==> config.mk <==
export PLATFORM = sky130hd
export DESIGN_NAME = clk_gen_ctrl
export DESIGN_NICKNAME = d
export VERILOG_FILES = /design/src/rtl/clk_gen_ctrl.sv
export SDC_FILE = /design/constraint.sdc
export NUM_CORES = 1
export LEC_CHECK = 0
export ABC_CLOCK_PERIOD_IN_PS = 6030
export BUFFER_PORTS_ARGS = -buffer_cell sky130_fd_sc_hd__buf_2
export CORE_MARGIN = 1
export CORE_UTILIZATION = 30
export CTS_CLUSTER_DIAMETER = 50
export DETAILED_ROUTE_END_ITERATION = 6
export GPL_TIMING_DRIVEN = 0
export PLACE_DENSITY = 0.51
export SETUP_SLACK_MARGIN = 0.02
export SKIP_LAST_GASP = 1
export SYNTH_ARGS = -nofsm -noshare
export SYNTH_HDL_FRONTEND = slang
export SYNTH_SLANG_ARGS = --single-unit
==> constraint.sdc <==
create_clock -name clk -period 6.03 [get_ports clk]
set_input_delay 0.9045 -clock clk [delete_from_list [all_inputs] [get_ports clk]]
set_output_delay 0.9045 -clock clk [all_outputs]
set_load 0.1 [all_outputs]
==> src/rtl/clk_gen_ctrl.sv <==
`default_nettype none
// ============================================================================
// Module   : clk_gen_ctrl
// Purpose  : Programmable divided-clock generator with glitch-free divisor
//            switching and glitch-free stop. clk_out is a registered clock
//            with a period of 2*div_q clk cycles and a 50% duty cycle.
// Revision : 1.0 - initial release
//
// Optional feature macro: CLK_GEN_CTRL_EDGE_CNT_EN
//   defined   -> edge_cnt port and rising-edge counter are present
//   undefined -> edge_cnt port and counter are absent
//
// Ports
//   clk        in   block clock
//   rst_n      in   asynchronous active-low reset
//   run        in   level: 1 = generate clock, 0 = stop glitch-free
//   cfg_valid  in   divisor update request
//   cfg_div    in   requested half-period in clk cycles (DIV_W bits)
//   cfg_ready  out  divisor can be accepted this cycle (IDLE / RUN)
//   cfg_err    out  one-cycle pulse after a transferred cfg_div of zero
//   clk_out    out  registered generated clock
//   rise_stb   out  high in the cycle clk_out first reads 1
//   busy       out  high in any state other than IDLE
//   edge_cnt   out  count of clk_out rising edges (CNT_W bits, optional)
// ============================================================================
module clk_gen_ctrl #(
  parameter int DIV_W = 8,
  parameter int CNT_W = 16
) (
  input  logic             clk,
  input  logic             rst_n,
  input  logic             run,
  input  logic             cfg_valid,
  input  logic [DIV_W-1:0] cfg_div,
  output logic             cfg_ready,
  output logic             cfg_err,
  output logic             clk_out,
  output logic             rise_stb,
  output logic             busy
`ifdef CLK_GEN_CTRL_EDGE_CNT_EN
  ,
  output logic [CNT_W-1:0] edge_cnt
`endif
);

  if (DIV_W < 1 || CNT_W < 1) begin : g_param_check
    $error("clk_gen_ctrl: DIV_W and CNT_W must be at least 1");
  end

  typedef enum logic [1:0] {
    S_IDLE   = 2'd0,
    S_RUN    = 2'd1,
    S_SWITCH = 2'd2,
    S_STOP   = 2'd3
  } state_t;

  state_t           r_state;
  logic [DIV_W-1:0] r_div;
  logic [DIV_W-1:0] r_phase;
  logic [DIV_W-1:0] r_pend;
  logic             r_clk;
  logic             r_rise;
  logic             r_err;

  logic             w_xfer;
  logic             w_div_zero;
  logic             w_wrap;
  logic [DIV_W-1:0] w_phase_inc;

  assign cfg_ready   = (r_state == S_IDLE) || (r_state == S_RUN);
  assign busy        = (r_state != S_IDLE);
  assign w_xfer      = cfg_valid && cfg_ready;
  assign w_div_zero  = (cfg_div == '0);
  // r_div is never zero, so div-1 cannot underflow.
  assign w_wrap      = (r_phase == (r_div - DIV_W'(1)));
  assign w_phase_inc = r_phase + DIV_W'(1);

  assign clk_out  = r_clk;
  assign rise_stb = r_rise;
  assign cfg_err  = r_err;

  always_ff @(posedge clk or negedge rst_n) begin
    if (!rst_n) begin
      r_state <= S_IDLE;
      r_div   <= DIV_W'(1);
      r_phase <= '0;
      r_pend  <= '0;
      r_clk   <= 1'b0;
      r_rise  <= 1'b0;
      r_err   <= 1'b0;
    end else begin
      r_rise <= 1'b0;
      r_err  <= w_xfer && w_div_zero;
      case (r_state)
        S_IDLE: begin
          r_phase <= '0;
          r_clk   <= 1'b0;
          if (w_xfer && !w_div_zero) begin
            r_div <= cfg_div;
          end
          if (run) begin
            r_state <= S_RUN;
          end
        end

        S_RUN: begin
          if (w_xfer && !w_div_zero) begin
            // New divisor waits in r_pend until the next falling toggle.
            r_pend  <= cfg_div;
            r_state <= S_SWITCH;
            r_phase <= w_wrap ? '0 : w_phase_inc;
            if (w_wrap) begin
              r_clk  <= ~r_clk;
              r_rise <= ~r_clk;
            end
          end else if (!run) begin
            // Stopping: the current half-period always completes, and the
            // wrap that ends it leaves clk_out low.
            if (w_wrap) begin
              r_state <= S_IDLE;
              r_clk   <= 1'b0;
              r_phase <= '0;
            end else begin
              r_state <= S_STOP;
              r_phase <= w_phase_inc;
            end
          end else begin
            r_phase <= w_wrap ? '0 : w_phase_inc;
            if (w_wrap) begin
              r_clk  <= ~r_clk;
              r_rise <= ~r_clk;
            end
          end
        end

        S_SWITCH: begin
          if (w_wrap) begin
            r_phase <= '0;
            if (r_clk) begin
              // Falling toggle: safe point to adopt the new divisor.
              r_clk   <= 1'b0;
              r_div   <= r_pend;
              r_state <= run ? S_RUN : S_STOP;
            end else begin
              r_clk  <= 1'b1;
              r_rise <= 1'b1;
            end
          end else begin
            r_phase <= w_phase_inc;
          end
        end

        S_STOP: begin
          if (w_wrap) begin
            r_state <= S_IDLE;
            r_clk   <= 1'b0;
            r_phase <= '0;
          end else begin
            r_phase <= w_phase_inc;
          end
        end

        default: begin
          r_state <= S_IDLE;
          r_clk   <= 1'b0;
          r_phase <= '0;
        end
      endcase
    end
  end

`ifdef CLK_GEN_CTRL_EDGE_CNT_EN
  logic [CNT_W-1:0] r_edge_cnt;

  always_ff @(posedge clk or negedge rst_n) begin
    if (!rst_n) begin
      r_edge_cnt <= '0;
    end else if (r_rise) begin
      r_edge_cnt <= r_edge_cnt + CNT_W'(1);
    end
  end

  assign edge_cnt = r_edge_cnt;
`endif

endmodule
`default_nettype wire

Yosys cells after proc, flatten, opt, wreduce, memory -nomap -nowiden
Index checks and enable logic that the tools add are counted.
Storage, ports and cells
  register bits: 29
  input bits: 12
  output and inout bits: 5
  word-level logic and storage cells: 60
Operators by class
  add/sub/neg operators: 2
  equal/unequal tests: 10
  multiplexer cells: 27
  bitwise logic cells: 1
  reductions and logical operators: 13
Operator list (count)
  $mux 8: 4
  $pmux 8 s2: 2
  $mux 2: 8
  $mux 1: 10
  $add 8x1->8 const B: 1
  $eq 8x8->1: 1
  $logic_not 8->1: 1
  $ne 2x2->1 const B: 4
  $pmux 2 s4: 1
  $sub 8x1->8 const B: 1
  $reduce_and 5->1: 1
  $eq 2x2->1 const B: 2
  $pmux 1 s4: 1
  $reduce_and 4->1: 1
  $reduce_bool 2->1: 2
  $logic_and 1x1->1: 3
  $ne 3x2->1 const B: 1
  $reduce_or 3->1: 1
  $eq 2x1->1 const B: 1
  $logic_not 2->1: 1
  $ne 2x1->1 const B: 1
  $pmux 1 s2: 1
  $reduce_and 2->1: 1
  $logic_not 1->1: 1
  2 further kinds: 2

Longest topological paths before layout
Gate-level depths: netlist (run 1).
  depth after elaboration: 6
  depth in mapped cells: 12

Worst setup path before layout (run 1)
OpenSTA, ideal clock, no wires.
  kind: reg-to-reg
  start: reg r_div[0]
  end: reg r_div[3]
  library setup time: 0.119 ns
  arrival: 2.636 ns
  required time: 5.911 ns
  path slack: 3.275 ns
  stages on the path, launching flop included: 12
  path buffers: 2
  path through: dfstp_2 > inv_1 > ha_1 > or3b_1 > or4_1 > a2111oi_2 > o311a_1 > buf_6 > o2111ai_4 > buf_6 > o22a_1 > o21a_1
Between the ends
  word-level cells in the longest chain between the ends: 4
Ends and longest elaborated chain
  from (decl): RTL line 58  | logic [DIV_W-1:0] r_div;
  from (signal assigned): RTL line 99  | r_div <= cfg_div;
  from (signal assigned): RTL line 142  | r_div <= r_pend;
  $sub 8x1->8: RTL line 75  | assign w_wrap = (r_phase == (r_div - DIV_W'(1)));
  $eq 8x8->1: RTL line 75
  $ne 2x2->1 (no line)
  $reduce_and 4->1 (no line)
Every way passes these cells.
A chain may end at the register's enable or synchronous reset.

Worst setup path in the final report (run 1)
  start: reg r_div[1]
  end: reg r_div[3]
Same word-level chain as after synthesis.

==> metrics.cfg, run 1 <==
[job]
max_cap_viol_count = 0

[power]
power.total_uw = 935
power_density_mw_per_mm2 = 466
clock_power_share_pct = 22.3
peakVddDrop_v = 0.000369
p_sw_share_pct = 40.5
power.share.sequential_pct = 34.7
leakage_nw = 0.856
internal_power_uw = 556
combPwrFrac_pct = 43.0
switchingPower_uw = 378

[finish]
final_cells = 269
area_delta_synth_final_pct = 16.7
final_common_cell = dfrtp_1
mostFrequentLayoutCells = dfrtp_1, buf_2, nor2_1
drive_gt1_share_pct = 20.3
nets = 217
antenna_cells = 0
post-route-cell-area_mm2 = 0.00200

[floorplan]
dieArea_mm2 = 0.00603
initial_core_util_pct = 31.2
std_cell_rows = 27
die_h_um = 77.7
ios = 17
die_x_um = 77.7
core_mm2 = 0.00551

[timing]
setup_violations = 0
finalSetupTns_ns = 0
max-slew-margin-rel_pct = 56.6
whs_ns = 0.510
fmax_mhz = 337
finalCritPeriodShare_pct = 49.2
tightest_slew_ns = 0.652
finClkSkew_ns = 0.00332
slew_violations = 0
grt_setup_unrepaired = false
hold_viol_final = 0
period_minus_slack_ns = 2.97

[routing]
top_layer_used = met4
drt-initial-drc-count = 56
wl_met3_um = 128
drt-wirelength-per-cell_um = 12.9
antenna_left = 0
wl_um = 3480
num_vias = 1268
wl_met2_um = 1530
avgViaCountPerCell = 4.71
post-route-drc-count = 0
routedLengthMet1_um = 1760
drtPass1Iterations = 4

[clocking]
cts_tree = yes
clk_pin_slew_worst_paths_ns = 0.06
cts_hold_buf = 0
numCtsBuffers = 5
htreeDepth = 2
cts_root_buf = clkbuf_8
cts_resized = 0
cts_sinks = 29
cts_max_path_buffers = 2
post_cts_buffers = 0
clock_latency_ns = 0.28

[synth]
syn_area_per_cell_um2 = 9.93
ys_seq_area_share_pct = 42.3
ys_types = 44
synth_seq_cells = 29
synth_nets = 194
synth_area_mm2 = 0.00172
synthCells = 173
yosysWarningCount = 0

[global_routing]
grt_pass1_wl_um = 6070
grt.overflow.total = 0
grt_pass1_vias = 1265
grt_util_all_layers_pct = 13.0
antenna_found_initial = 0
grt_max_degree = 30

[critical_path]
cp-start-kind = flip-flop
required_ns = 6.20
worstPathArrival_ns = 3.14
critical_path_class = reg -> reg
critPathCaptureType = flip-flop
cp_max_fo = 10

[place]
place.gp.congestion = 0.750
portBuffers = 16
placedCellCount = 261
dpl_cell_area_mm2 = 0.00189
dp_hpwl_um = 2540

[run_status]
status = complete, no violations

[worst_hold_path]
hold_class = reg -> reg

[final cells by class]
type | instances | area [um^2]
Sequential cell | 29 | 727
Clock buffer | 7 | 86.3
Fill cell | 562 | 3500
Tap cell | 72 | 90.1
Clock inverter | 1 | 30.0
Timing Repair Buffer | 16 | 80.1
Multi-Input combinational cell | 123 | 897
Buffer | 7 | 41.3
Inverter | 14 | 52.6
[routing by layer]
layer	GRT usage [%]	vias to the layer above
met3	3.53	5
met1	17.5	577
met4	6.23	0
met2	18.9	20
met5	0	-
li1	-	666
[state kept, by name (all words and copies together) (netlist names)]
| signal | flops |
|---|---|
| r_pend | 8 |
| rise_stb | 1 |
| r_state | 2 |
| r_phase | 8 |
| clk_out | 1 |
| cfg_err | 1 |
| r_div | 8 |
[per-stage QoR]
step | worst slack [ns] | utilization (%)
floorplan | 3.27 | -
global placement | 3.05 | 34.3
detailed placement | 3.06 | 34.3
CTS | 3.04 | 36.4
global route | 2.91 | 36.4
finish | 3.06 | 36.4
[path summary, 6_finish.rpt]
path                       startpoint        end  slack (ns)  cells past startpoint
setup / recovery             r_div[1]   r_div[3]        3.06                     11
setup reg to reg             r_div[1]   r_div[3]        3.06                     11
hold / removal              r_pend[7]  r_pend[7]        0.51                      1
hold reg to reg             r_pend[7]  r_pend[7]        0.51                      1
min in group asynchronous       rst_n  r_pend[3]        0.65                      1
max in group asynchronous       rst_n   rise_stb        4.96                      1
[critical path, stage by stage, from the launching register on]
cell and delay, ns:
dfrtp_1 0.39, inv_1 0.09, ha_1 0.19, or3b_1 0.39, or4_1 0.43, a2111oi_2 0.37, o311a_1 0.25, buf_6 0.15
o2111ai_4 0.13, buf_6 0.18, o22a_1 0.19, o21a_1 0.10
[power groups by stage]
stage	Clock [mW]	Sequential, mW	Combinational, mW
CTS	0.215	0.325	0.406
global route	0.224	0.335	0.442
finish	0.208	0.325	0.401
global placement	0	0.326	0.402
floorplan	0	0.311	0.335
detailed placement	0	0.328	0.403
[cells by family (layout without fill, tap and decap cells)]
| logic type | count (synthesis) | in the layout | synth area share, % |
|---|---|---|---|
| buf+inv | 21 | 45 | 5.46 |
| compound gates | 44 | 44 | 19.4 |
| fa+ha+maj | 9 | 9 | 6.56 |
| flops | 29 | 29 | 42.3 |
| xor+xnor | 13 | 13 | 6.63 |
| mux | 8 | 8 | 5.24 |
| simple gates | 49 | 49 | 14.4 |
[cells in the mapped netlist]
cell	count	area, um^2
o32ai_1	1	8.76
nand3_1	6	30.0
a2111oi_2	1	15.0
o21ai_2	1	8.76
xor2_1	5	43.8
clkbuf_1	4	15.0
o2bb2ai_1	1	8.76
nand4b_1	1	8.76
xnor2_1	8	70.1
a21o_1	1	7.51
ha_1	9	113
and2_1	1	6.26
mux2_2	8	90.1
nand2_1	10	37.5
dfstp_2	1	26.3
or2b_1	1	7.51
and2_0	1	6.26
o22a_1	4	35.0
dfrtp_1	28	701
o311a_1	1	10.0
a31oi_1	6	37.5
buf_6	2	22.5
or4_1	2	15.0
nor4_1	2	12.5
o2111ai_4	1	26.3
o21ai_0	4	20.0
buf_1	1	3.75
o31ai_1	2	15.0
or2_2	2	12.5
o21a_1	4	30.0
nand3b_1	1	7.51
nand2b_1	1	6.26
a211oi_1	1	7.51
a21oi_1	7	35.0
o22ai_1	5	31.3
inv_1	14	52.6
nor3_1	2	10.0
a32o_1	1	10.0
or3b_1	1	8.76
nor2_1	15	56.3
and3_1	2	12.5
o211ai_1	2	15.0
a2111o_1	1	11.3
or4b_2	1	10.0
Power figures use the tool's default switching activity.
==> inputs of run 2 (changes only) <==
Settings changed: ABC_CLOCK_PERIOD_IN_PS 6030 to 2800.
Clock period 6.03 ns to 2.8 ns, I/O delays scaled along.
==> run 2 against run 1 <==
  * The run now ends with negative setup slack left
  * Die area unchanged
  * Global-route usage up 0.58 points
  * Worst setup slack worse by 3.1 ns
  * Core utilization up 2.8 points
  * Largest power group unchanged
  * Combinational power rose to 2.5 times the previous value
  * Hold slack worse by 0.35 ns
  * Power up 130%
  * Wire length up 6.5%
  * Register-to-register slack worse by 3.1 ns
  * Cell count up 3.7%
  * Sequential cell count unchanged
==> metrics.cfg, run 2 (synthesis results as in run 1) <==
[run_status]
status = finished with violations  ; was complete, no violations
violations = negative setup slack

[critical_path]
required_ns = 2.98  ; was 6.20 ns
cp-start-kind = flip-flop  ; unchanged
slowest_delay_ns = 0.44  ; was 0.43 ns
path_common_cell = buf_6  ; unchanged
crit_chain = inv_2 -> ha_4 -> or3b_4 -> or4_4 -> a2111oi_4 -> o311a_1 -> buf_6 -> o2111ai_4 -> buf_6 -> o22a_1 -> o21a_1  ; was inv_1 -> ha_1 -> or3b_1 -> or4_1 -> a2111oi_2 -> o311a_1 -> buf_6 -> o2111ai_4 -> buf_6 -> o22a_1 -> o21a_1
critPathCaptureType = flip-flop  ; unchanged
cp_max_fo = 5  ; was 10
worstRegToRegCells = 11  ; unchanged
crit_slowest_cell = or4_4  ; was or4_1
reg2reg_from = r_div[1]  ; unchanged
worstPathArrival_ns = 3.03  ; was 3.14 ns
critical_path_class = reg -> reg  ; unchanged
timing.critical_path.from = r_div[1]  ; unchanged

[global_routing]
grt_max_degree = 30  ; unchanged
grt.overflow.total = 0  ; unchanged
grt_pass1_vias = 1316  ; was 1265
antenna_found_initial = 0  ; unchanged
grt_pass1_wl_um = 6320  ; was 6070 um
grt_util_all_layers_pct = 13.5  ; was 13.0%

[routing]
drtPass1Iterations = 4  ; unchanged
wl_um = 3700  ; was 3480 um
drt-wirelength-per-cell_um = 13.3  ; was 12.9 um
avgViaCountPerCell = 4.78  ; was 4.71
num_vias = 1333  ; was 1268
drt-initial-drc-count = 56  ; unchanged
post-route-drc-count = 0  ; unchanged
antenna_left = 0  ; unchanged

[clocking]
cts_sinks = 29  ; unchanged
cts_root_buf = clkbuf_8  ; unchanged
cts_max_path_buffers = 2  ; unchanged
cts_tree = yes  ; unchanged
numCtsBuffers = 5  ; unchanged
clk_pin_slew_worst_paths_ns = 0.06  ; about the same
clock_latency_ns = 0.28  ; about the same
cts_hold_buf = 0  ; unchanged
htreeDepth = 2  ; unchanged

[job]
max_cap_viol_count = 0  ; unchanged

[timing]
finalCritPeriodShare_pct = 102  ; was 49.2%
setup_ws_ns = -0.0542  ; was 3.06 ns
fmax_mhz = 350  ; was 337 MHz
setup_violations = 3  ; was 0
finClkSkew_ns = 0.00382  ; was 0.00332 ns
max-slew-margin-rel_pct = 56.3  ; was 56.6%
grt_setup_unrepaired = true  ; was false
slew_violations = 0  ; unchanged
whs_ns = 0.162  ; was 0.510 ns
period_minus_slack_ns = 2.85  ; was 2.97 ns
tightest_slew_ns = 0.655  ; was 0.652 ns
hold_viol_final = 0  ; unchanged

[floorplan]
ios = 17  ; unchanged
initial_core_util_pct = 31.2  ; unchanged
std_cell_rows = 27  ; unchanged
die_h_um = 77.7  ; unchanged
core_mm2 = 0.00551  ; unchanged
dieArea_mm2 = 0.00603  ; unchanged
die_x_um = 77.7  ; unchanged

[power]
power_density_mw_per_mm2 = 998  ; was 466 mW/mm^2
leakage_nw = 0.930  ; was 0.856 nW
peakVddDrop_v = 0.000794  ; was 0.000369 V
power.total_mw = 2.16  ; was 935 uW

[finish]
num-fill-cells = 548  ; was 562
drive_gt1_share_pct = 30.9  ; was 20.3%
area_delta_synth_final_pct = 25.8  ; was 16.7%
nets = 227  ; was 217
antenna_cells = 0  ; unchanged
reg_top3 = r_div (8), r_pend (8), r_phase (8)  ; unchanged
multiInputGateArea_um2 = 977  ; was 897 um^2
mostFrequentLayoutCells = dfrtp_1, buf_2, nor2_1  ; unchanged
register_area_um2 = 727  ; unchanged
final_common_cell = dfrtp_1  ; unchanged

[place]
dp_hpwl_um = 2540  ; unchanged
place.gp.congestion = 0.750  ; unchanged
portBuffers = 16  ; unchanged

[worst_hold_path]
hold_class = in -> async  ; was reg -> reg

==> run 2: cell types whose count changed in the layout (fill, tap and decap cells not counted), sizes merged <==
cell / before / now
clkbuf: 11 / 10
buf: 19 / 30
==> run 2: through the flow <==
stage	cell area, um^2	setup slack [ns]	setup TNS, ns	std cells	util (%)
2_1_floorplan	1720	0.0447	0	173	-
3_3_place_gp	1890	-0.184	-1.87	261	34.3
3_5_place_dp	1890	-0.166	-1.54	261	34.3
4_1_cts	2100	-0.00446	-0.00446	278	38.1
5_1_grt	2160	-0.157	-0.890	279	39.2
6_report	2160	-0.0542	-0.0898	279	39.2
==> run 2: repair_timing <==
item,CTS,global route
resized for setup,7,11
endpoints found under the setup margin,19,19
pin swaps,3,4
endpoints found under the hold margin,0,0
cloned,2,0
setup buffers,7,3
==> run 2: report_power, final <==
group / leakage [nW] / internal (mW) / switching [mW]
clock: 0.0585 / 0.290 / 0.161
sequential: 0.358 / 0.572 / 0.128
combinational: 0.514 / 0.415 / 0.590
==> run 2: layout make-up <==
cell class | instances | share of cell area, %
Clock inverter | 1 | 1.39
Clock buffer | 7 | 4.00
Multi-Input combinational cell | 123 | 45.2
Tap cell | 72 | 4.17
Timing Repair Buffer | 27 | 7.41
Inverter | 14 | 2.43
Buffer | 6 | 1.74
Sequential cell | 29 | 33.6
==> run 2: path summary, 6_finish.rpt <==
check                      slack, ns        end
setup / recovery               -0.05   r_div[3]
hold / removal                  0.16  r_pend[3]
setup reg to reg               -0.05   r_div[3]
hold reg to reg                 0.51  r_pend[7]
max in group asynchronous       2.21   rise_stb
min in group clk                0.36    cfg_err
==> run 2: routing by layer <==
layer  routed length, um  global-route usage [%]  vias up
met3                 105                    3.53        5
met1                1840                    18.1      625
met2                1690                    20.3       19
li1                    -                       -      684
met5                   0                       0        -
met4                  63                    6.23        0
==> run 2: critical path, delay by kind of cell (launching register included) <==
kind | cells | cell delay, ns
compound gates | 5 | 1.01
fa+ha+maj | 1 | 0.13
buf+inv | 3 | 0.41
flops | 1 | 0.39
simple gates | 2 | 0.81
